### config.mk
export PLATFORM = sky130hd
export DESIGN_NAME = parity_frame_accumulator
export DESIGN_NICKNAME = d
export VERILOG_FILES = /design/src/rtl/parity_frame_accumulator.sv
export SDC_FILE = /design/constraint.sdc
export NUM_CORES = 1
export LEC_CHECK = 0
export CORE_ASPECT_RATIO = 0.9
export CORE_MARGIN = 1.5
export CORE_UTILIZATION = 25
export DETAILED_ROUTE_END_ITERATION = 6
export GPL_ROUTABILITY_DRIVEN = 0
export HOLD_SLACK_MARGIN = 0.02
export RECOVER_POWER = 100
export SETUP_SLACK_MARGIN = 0.1
export SYNTH_ARGS = -nofsm -noshare
export SYNTH_HDL_FRONTEND = slang
export SYNTH_SLANG_ARGS = --single-unit
### constraint.sdc
create_clock -name clk -period 1.5 [get_ports clk]
set_input_delay 0.3 -clock clk [delete_from_list [all_inputs] [get_ports clk]]
set_output_delay 0.3 -clock clk [all_outputs]
set_load 0.05 [all_outputs]
### src/rtl/parity_frame_accumulator.sv
// Column-XOR parity over frames of up to FRAME_LEN words; optional PARITY_ONES_COUNT_EN adds onesCount.
// Result is registered one cycle after the last word; inReady drops while the result waits in HOLD.
module parity_frame_accumulator #(
    parameter int DATA_W    = 16,
    parameter int FRAME_LEN = 4
) (
    input  logic                               clk,
    input  logic                               reset,
    input  logic [DATA_W-1:0]                  inData,
    input  logic                               inValid,
    input  logic                               inLast,
    input  logic                               oddMode,
    output logic                               inReady,
    output logic [DATA_W-1:0]                  colParity,
    output logic                               parityBit,
    output logic [$clog2(FRAME_LEN+1)-1:0]     wordCount,
    output logic                               outValid,
    input  logic                               outReady
`ifdef PARITY_ONES_COUNT_EN
    ,
    output logic [$clog2(DATA_W*FRAME_LEN+1)-1:0] onesCount
`endif
);

    localparam int CNT_W = $clog2(FRAME_LEN + 1);
    localparam logic [CNT_W-1:0] FRAME_LEN_C = CNT_W'(FRAME_LEN);

    typedef enum logic [1:0] {IDLE, ACCUM, HOLD} state_t;

    state_t            state_q;
    logic [DATA_W-1:0] acc_q, acc_d, col_q;
    logic [CNT_W-1:0]  cnt_q, cnt_d, wc_q;
    logic              mode_q, mode_d, par_q;
    logic              in_rdy_q, out_vld_q;
    logic              first, accept, frame_end;

`ifdef PARITY_ONES_COUNT_EN
    localparam int ONES_W = $clog2(DATA_W * FRAME_LEN + 1);

    logic [ONES_W-1:0] ones_q, ones_d, ones_out_q;

    function automatic logic [ONES_W-1:0] popcount(input logic [DATA_W-1:0] d);
        logic [ONES_W-1:0] c;
        c = '0;
        for (int i = 0; i < DATA_W; i++) begin
            c = c + ONES_W'(d[i]);
        end
        return c;
    endfunction

    always_comb begin
        ones_d = first ? popcount(inData) : ones_q + popcount(inData);
    end

    assign onesCount = ones_out_q;
`endif

    // The first word of a frame restarts the accumulator and latches the mode.
    always_comb begin
        first     = (state_q == IDLE);
        accept    = inValid && in_rdy_q;
        acc_d     = first ? inData : (acc_q ^ inData);
        cnt_d     = first ? CNT_W'(1) : cnt_q + CNT_W'(1);
        mode_d    = first ? oddMode : mode_q;
        frame_end = inLast || (cnt_d == FRAME_LEN_C);
    end

    always_ff @(posedge clk) begin
        if (reset) begin
            state_q   <= IDLE;
            acc_q     <= '0;
            cnt_q     <= '0;
            mode_q    <= 1'b0;
            col_q     <= '0;
            par_q     <= 1'b0;
            wc_q      <= '0;
            in_rdy_q  <= 1'b1;
            out_vld_q <= 1'b0;
`ifdef PARITY_ONES_COUNT_EN
            ones_q     <= '0;
            ones_out_q <= '0;
`endif
        end else begin
            case (state_q)
                IDLE, ACCUM: begin
                    if (accept) begin
                        acc_q  <= acc_d;
                        cnt_q  <= cnt_d;
                        mode_q <= mode_d;
`ifdef PARITY_ONES_COUNT_EN
                        ones_q <= ones_d;
`endif
                        if (frame_end) begin
                            state_q   <= HOLD;
                            col_q     <= acc_d;
                            par_q     <= mode_d ? ^acc_d : ~^acc_d;
                            wc_q      <= cnt_d;
                            out_vld_q <= 1'b1;
                            in_rdy_q  <= 1'b0;
`ifdef PARITY_ONES_COUNT_EN
                            ones_out_q <= ones_d;
`endif
                        end else begin
                            state_q <= ACCUM;
                        end
                    end
                end
                HOLD: begin
                    if (outReady) begin
                        state_q   <= IDLE;
                        out_vld_q <= 1'b0;
                        in_rdy_q  <= 1'b1;
                    end
                end
                default: begin
                    state_q   <= IDLE;
                    out_vld_q <= 1'b0;
                    in_rdy_q  <= 1'b1;
                end
            endcase
        end
    end

    assign inReady   = in_rdy_q;
    assign outValid  = out_vld_q;
    assign colParity = col_q;
    assign parityBit = par_q;
    assign wordCount = wc_q;

endmodule

==> results of run 1 <==
-- registers in the layout, indices dropped and copies added, names as in the netlist --
register	count
acc_q	16
mode_q	1
parityBit	1
cnt_q	3
inReady	1
colParity	16
state_q	2
outValid	1
wordCount	3
-- final timing paths --
path            start   endpoint  slack (ns)  cells past startpoint
max          cnt_q[0]  parityBit       -0.20                      8
min          cnt_q[1]   cnt_q[1]        0.50                      2
max reg2reg  cnt_q[0]  parityBit       -0.20                      8
min reg2reg  cnt_q[1]   cnt_q[1]        0.50                      2
-- cells in the final DEF (no fill, tap or decap), types with 7 or more instances in the layout --
cell type	Yosys	routed
buf_4	1	47
nor2_1	42	34
nor2_2	0	7
xnor2_2	0	8
xnor2_1	29	21
dfxtp_1	44	37
clkdlybuf4s50_1	0	9
a211oi_2	0	8
a211oi_1	17	9
xor2_1	19	18
dlygate4sd2_1	0	12
o21ai_0	35	28
o21ai_1	0	7
nand2_1	39	37
buf_12	0	25
a22oi_1	16	16
-- kinds of logic (layout without fill, tap and decap cells) --
kind of cell / after synthesis / after routing / share of synthesized area [%]
flops: 44 / 44 / 38.2
compound gates: 81 / 81 / 21.9
simple gates: 95 / 95 / 16.9
xor+xnor: 48 / 48 / 18.2
buf+inv: 20 / 109 / 4.23
fa+ha+maj: 1 / 1 / 0.543
-- through the flow --
step / std cells / power, uW / setup TNS, ns
3_3_place_gp: 486 / 2740 / -11.62
4_1_cts: 494 / 3540 / -2.26
5_1_grt: 500 / 3820 / -4.21
2_1_floorplan: 289 / 2200 / -1.64
6_report: 500 / 3630 / -2.67
3_5_place_dp: 486 / 2780 / -11.46
-- synth_stat cells --
cell      instances  share of area (%)
buf_2             2               0.43
clkbuf_2          1               0.22
o21ai_0          35                7.6
or2_2             1               0.27
xnor2_1          29                 11
nor2_1           42                6.8
dfxtp_1          44                 38
nand3_1           5                1.1
clkbuf_1         13                2.1
and2_1            1               0.27
ha_1              1               0.54
a211o_1           1               0.38
a22oi_1          16                5.2
nor3_1            2               0.43
and3_1            2               0.54
xor2_1           19                7.2
buf_4             1               0.33
nand2b_1          1               0.27
nand2_1          39                6.4
a211oi_1         17                5.5
nor4_2            1               0.54
o21bai_2          1               0.49
inv_1             1               0.16
a21oi_1           9                2.0
or2_1             1               0.27
buf_6             2               0.98
a311oi_1          1               0.38
o21a_1            1               0.33
-- area by class of cell --
cell class / count / area share [%]
Clock buffer: 7 / 2.00
Clock inverter: 1 / 0.131
Inverter: 1 / 0.0982
Multi-Input combinational cell: 225 / 40.4
Sequential cell: 44 / 23.4
Tap cell: 122 / 3.99
Timing Repair Buffer: 100 / 30.0
-- per-layer routing --
layer | global-route usage, % | up-vias | wire (um) | share of wire, %
li1 | - | 1156 | - | -
met5 | 0 | - | 0 | 0
met3 | 3.61 | 9 | 239 | 3.6
met2 | 22.7 | 45 | 3220 | 48
met1 | 16.6 | 1089 | 3120 | 47
met4 | 3.94 | 0 | 74 | 1.1
-- critical path, stage by stage (launching register included) --
cell      delay, ns
dfxtp_4        0.35
ha_4           0.17
xor2_4         0.18
nand3_4        0.08
o21bai_4       0.07
and2_4         0.20
buf_12         0.15
and3_4         0.14
a211o_1        0.24
-- where the power goes --
part | switching (uW) | leakage, uW | internal, uW
logic | 765 | 0.00105 | 750
registers | 102 | 0.000364 | 1270
clock network | 411 | 0.0000422 | 328
-- timing repair --
item,in CTS,in global routing
hold endpoints to repair,0,0
endpoints found under the setup margin,41,40
resized for setup,23,32
buffers inserted,0,4
cloned,0,2
pin swaps,17,12
==> results by group, run 1 <==
Cells and area
  – Area Growth Syn to Fin: 65.8%
  – Design Area, Final: between 3000 and 4000 um2
  – Fin nets: 400
  – Core Util, Final: 42.3%
  – Layout cells sized above 1: around a third
  – Area of the multi-input gates: ~1500 um2
  – Layout fillers: 900
  – FF+latch area: a little under 900 um2
  – Diode count: 0

CTS
  – Reg clk slew, reported paths: roughly 0.080 ns
  – H-tree Lvls: 2
  – Clk_lat worst skew: 0.30 ns
  – CTS Buffer Depth: 2
  – CTS Root Cell: clkbuf_8
  – Clk sinks: 44
  – TritonCTS clock tree: done
  – Hold_buf cts: 0
  – TritonCTS buffer count: 5

Detailed routing
  – DRT iter0 DRCs: about 80
  – Vias post-DR: roughly 2,300
  – Post-DR wirelength/cell: 13.3 um
  – Final ANT Viol Nets: 0
  – DRC: 0
  – Pre-antenna DRT Iters: 4
  – Vias per inst: 4.60
  – WL final: about 6600 um

Pwr
  – Leakage power: approximately 0.0015 uW
  – Worst VDD drop: roughly 0.38 mV
  – P per Cell Area: between 900 and 1000 nW/um2

Yosys
  – Seq/Total Area, Yosys: about two fifths
  – Post-synthesis instance area: ~2300 um2
  – Synth unique cells: 28
  – Gate Count Post-Synth: 289
  – Mapped Avg Cell Area: 7.97 um2
  – Yosys reg bits: 44
  – Post-Syn Nets: 312
  – Yosys warning count: 0

Timing
  – Min Tclk post-route: 1.70 ns
  – Clock Skews: ~0.0067 ns
  – Final setup margin: -0.197 ns
  – Slew @ Worst Pin: around 0.31 ns
  – Hold_ws: 0.499 ns
  – Period Utilization, post-route: 113%
  – Max Clock Freq: approximately 590 MHz
  – Hold Vio Cnt, Final: 0
  – RSZ-0062 raised after global routing: yes
  – Slew HR: between 70% and 80%
  – Pins Over Slew Limit: 0
  – Setup violators final: 22

Critical path
  – Setup CP Type: flop to flop
  – CP Capture Type: flop
  – CP Max Fanout: 11
  – Crit path launch type: flop
  – Critical path required time: between 1.5 and 2 ns
  – Arr. time, crit path: around 1.9 ns

Floorplanning
  – FP Rows: 33
  – Core area: around 9000 um2
  – Die Wd: around 100 um
  – Die span in y: ~94 um
  – Initial Util: 25.5%
  – DIE AREA: between 9000 and 10,000 um2
  – I/O pin count: between 40 and 50

Placed design
  – Dpl cell area: about 3500 um2
  – Pre-CTS worst setup slack: -0.708 ns
  – PortBufs: 43
  – DP Wirelength: between 4000 and 5000 um

Run
  – Max-capacitance violation count: 0

Global route
  – Initial antenna violation count: 0
  – Vias in the first global route: around 2,200
  – Largest net degree at the start of global routing: 34
  – First-pass GRT wire length: roughly 10,000 um
  – Total global-route track usage: a little over an eighth
  – GR Overflow Total: 0

Outcome
  – Violated checks: negative setup slack
  – Status: complete, but fails checks

Hold path
  – Worst min-delay path class: flop to flop
Note: power is estimated with default switching activity, not from simulation.
==> inputs of run 2 (changes only) <==
Settings changed: CAP_MARGIN set to 20, GPL_ROUTABILITY_DRIVEN 0 to not set.
==> results of run 2 <==
The final DEF is identical to that of run 1; final timing and power are the same.
==> inputs of run 3 (changes only) <==
Settings changed: SLEW_MARGIN set to 15.
==> results of run 3 <==
The final DEF is identical to that of run 1; final timing and power are the same.
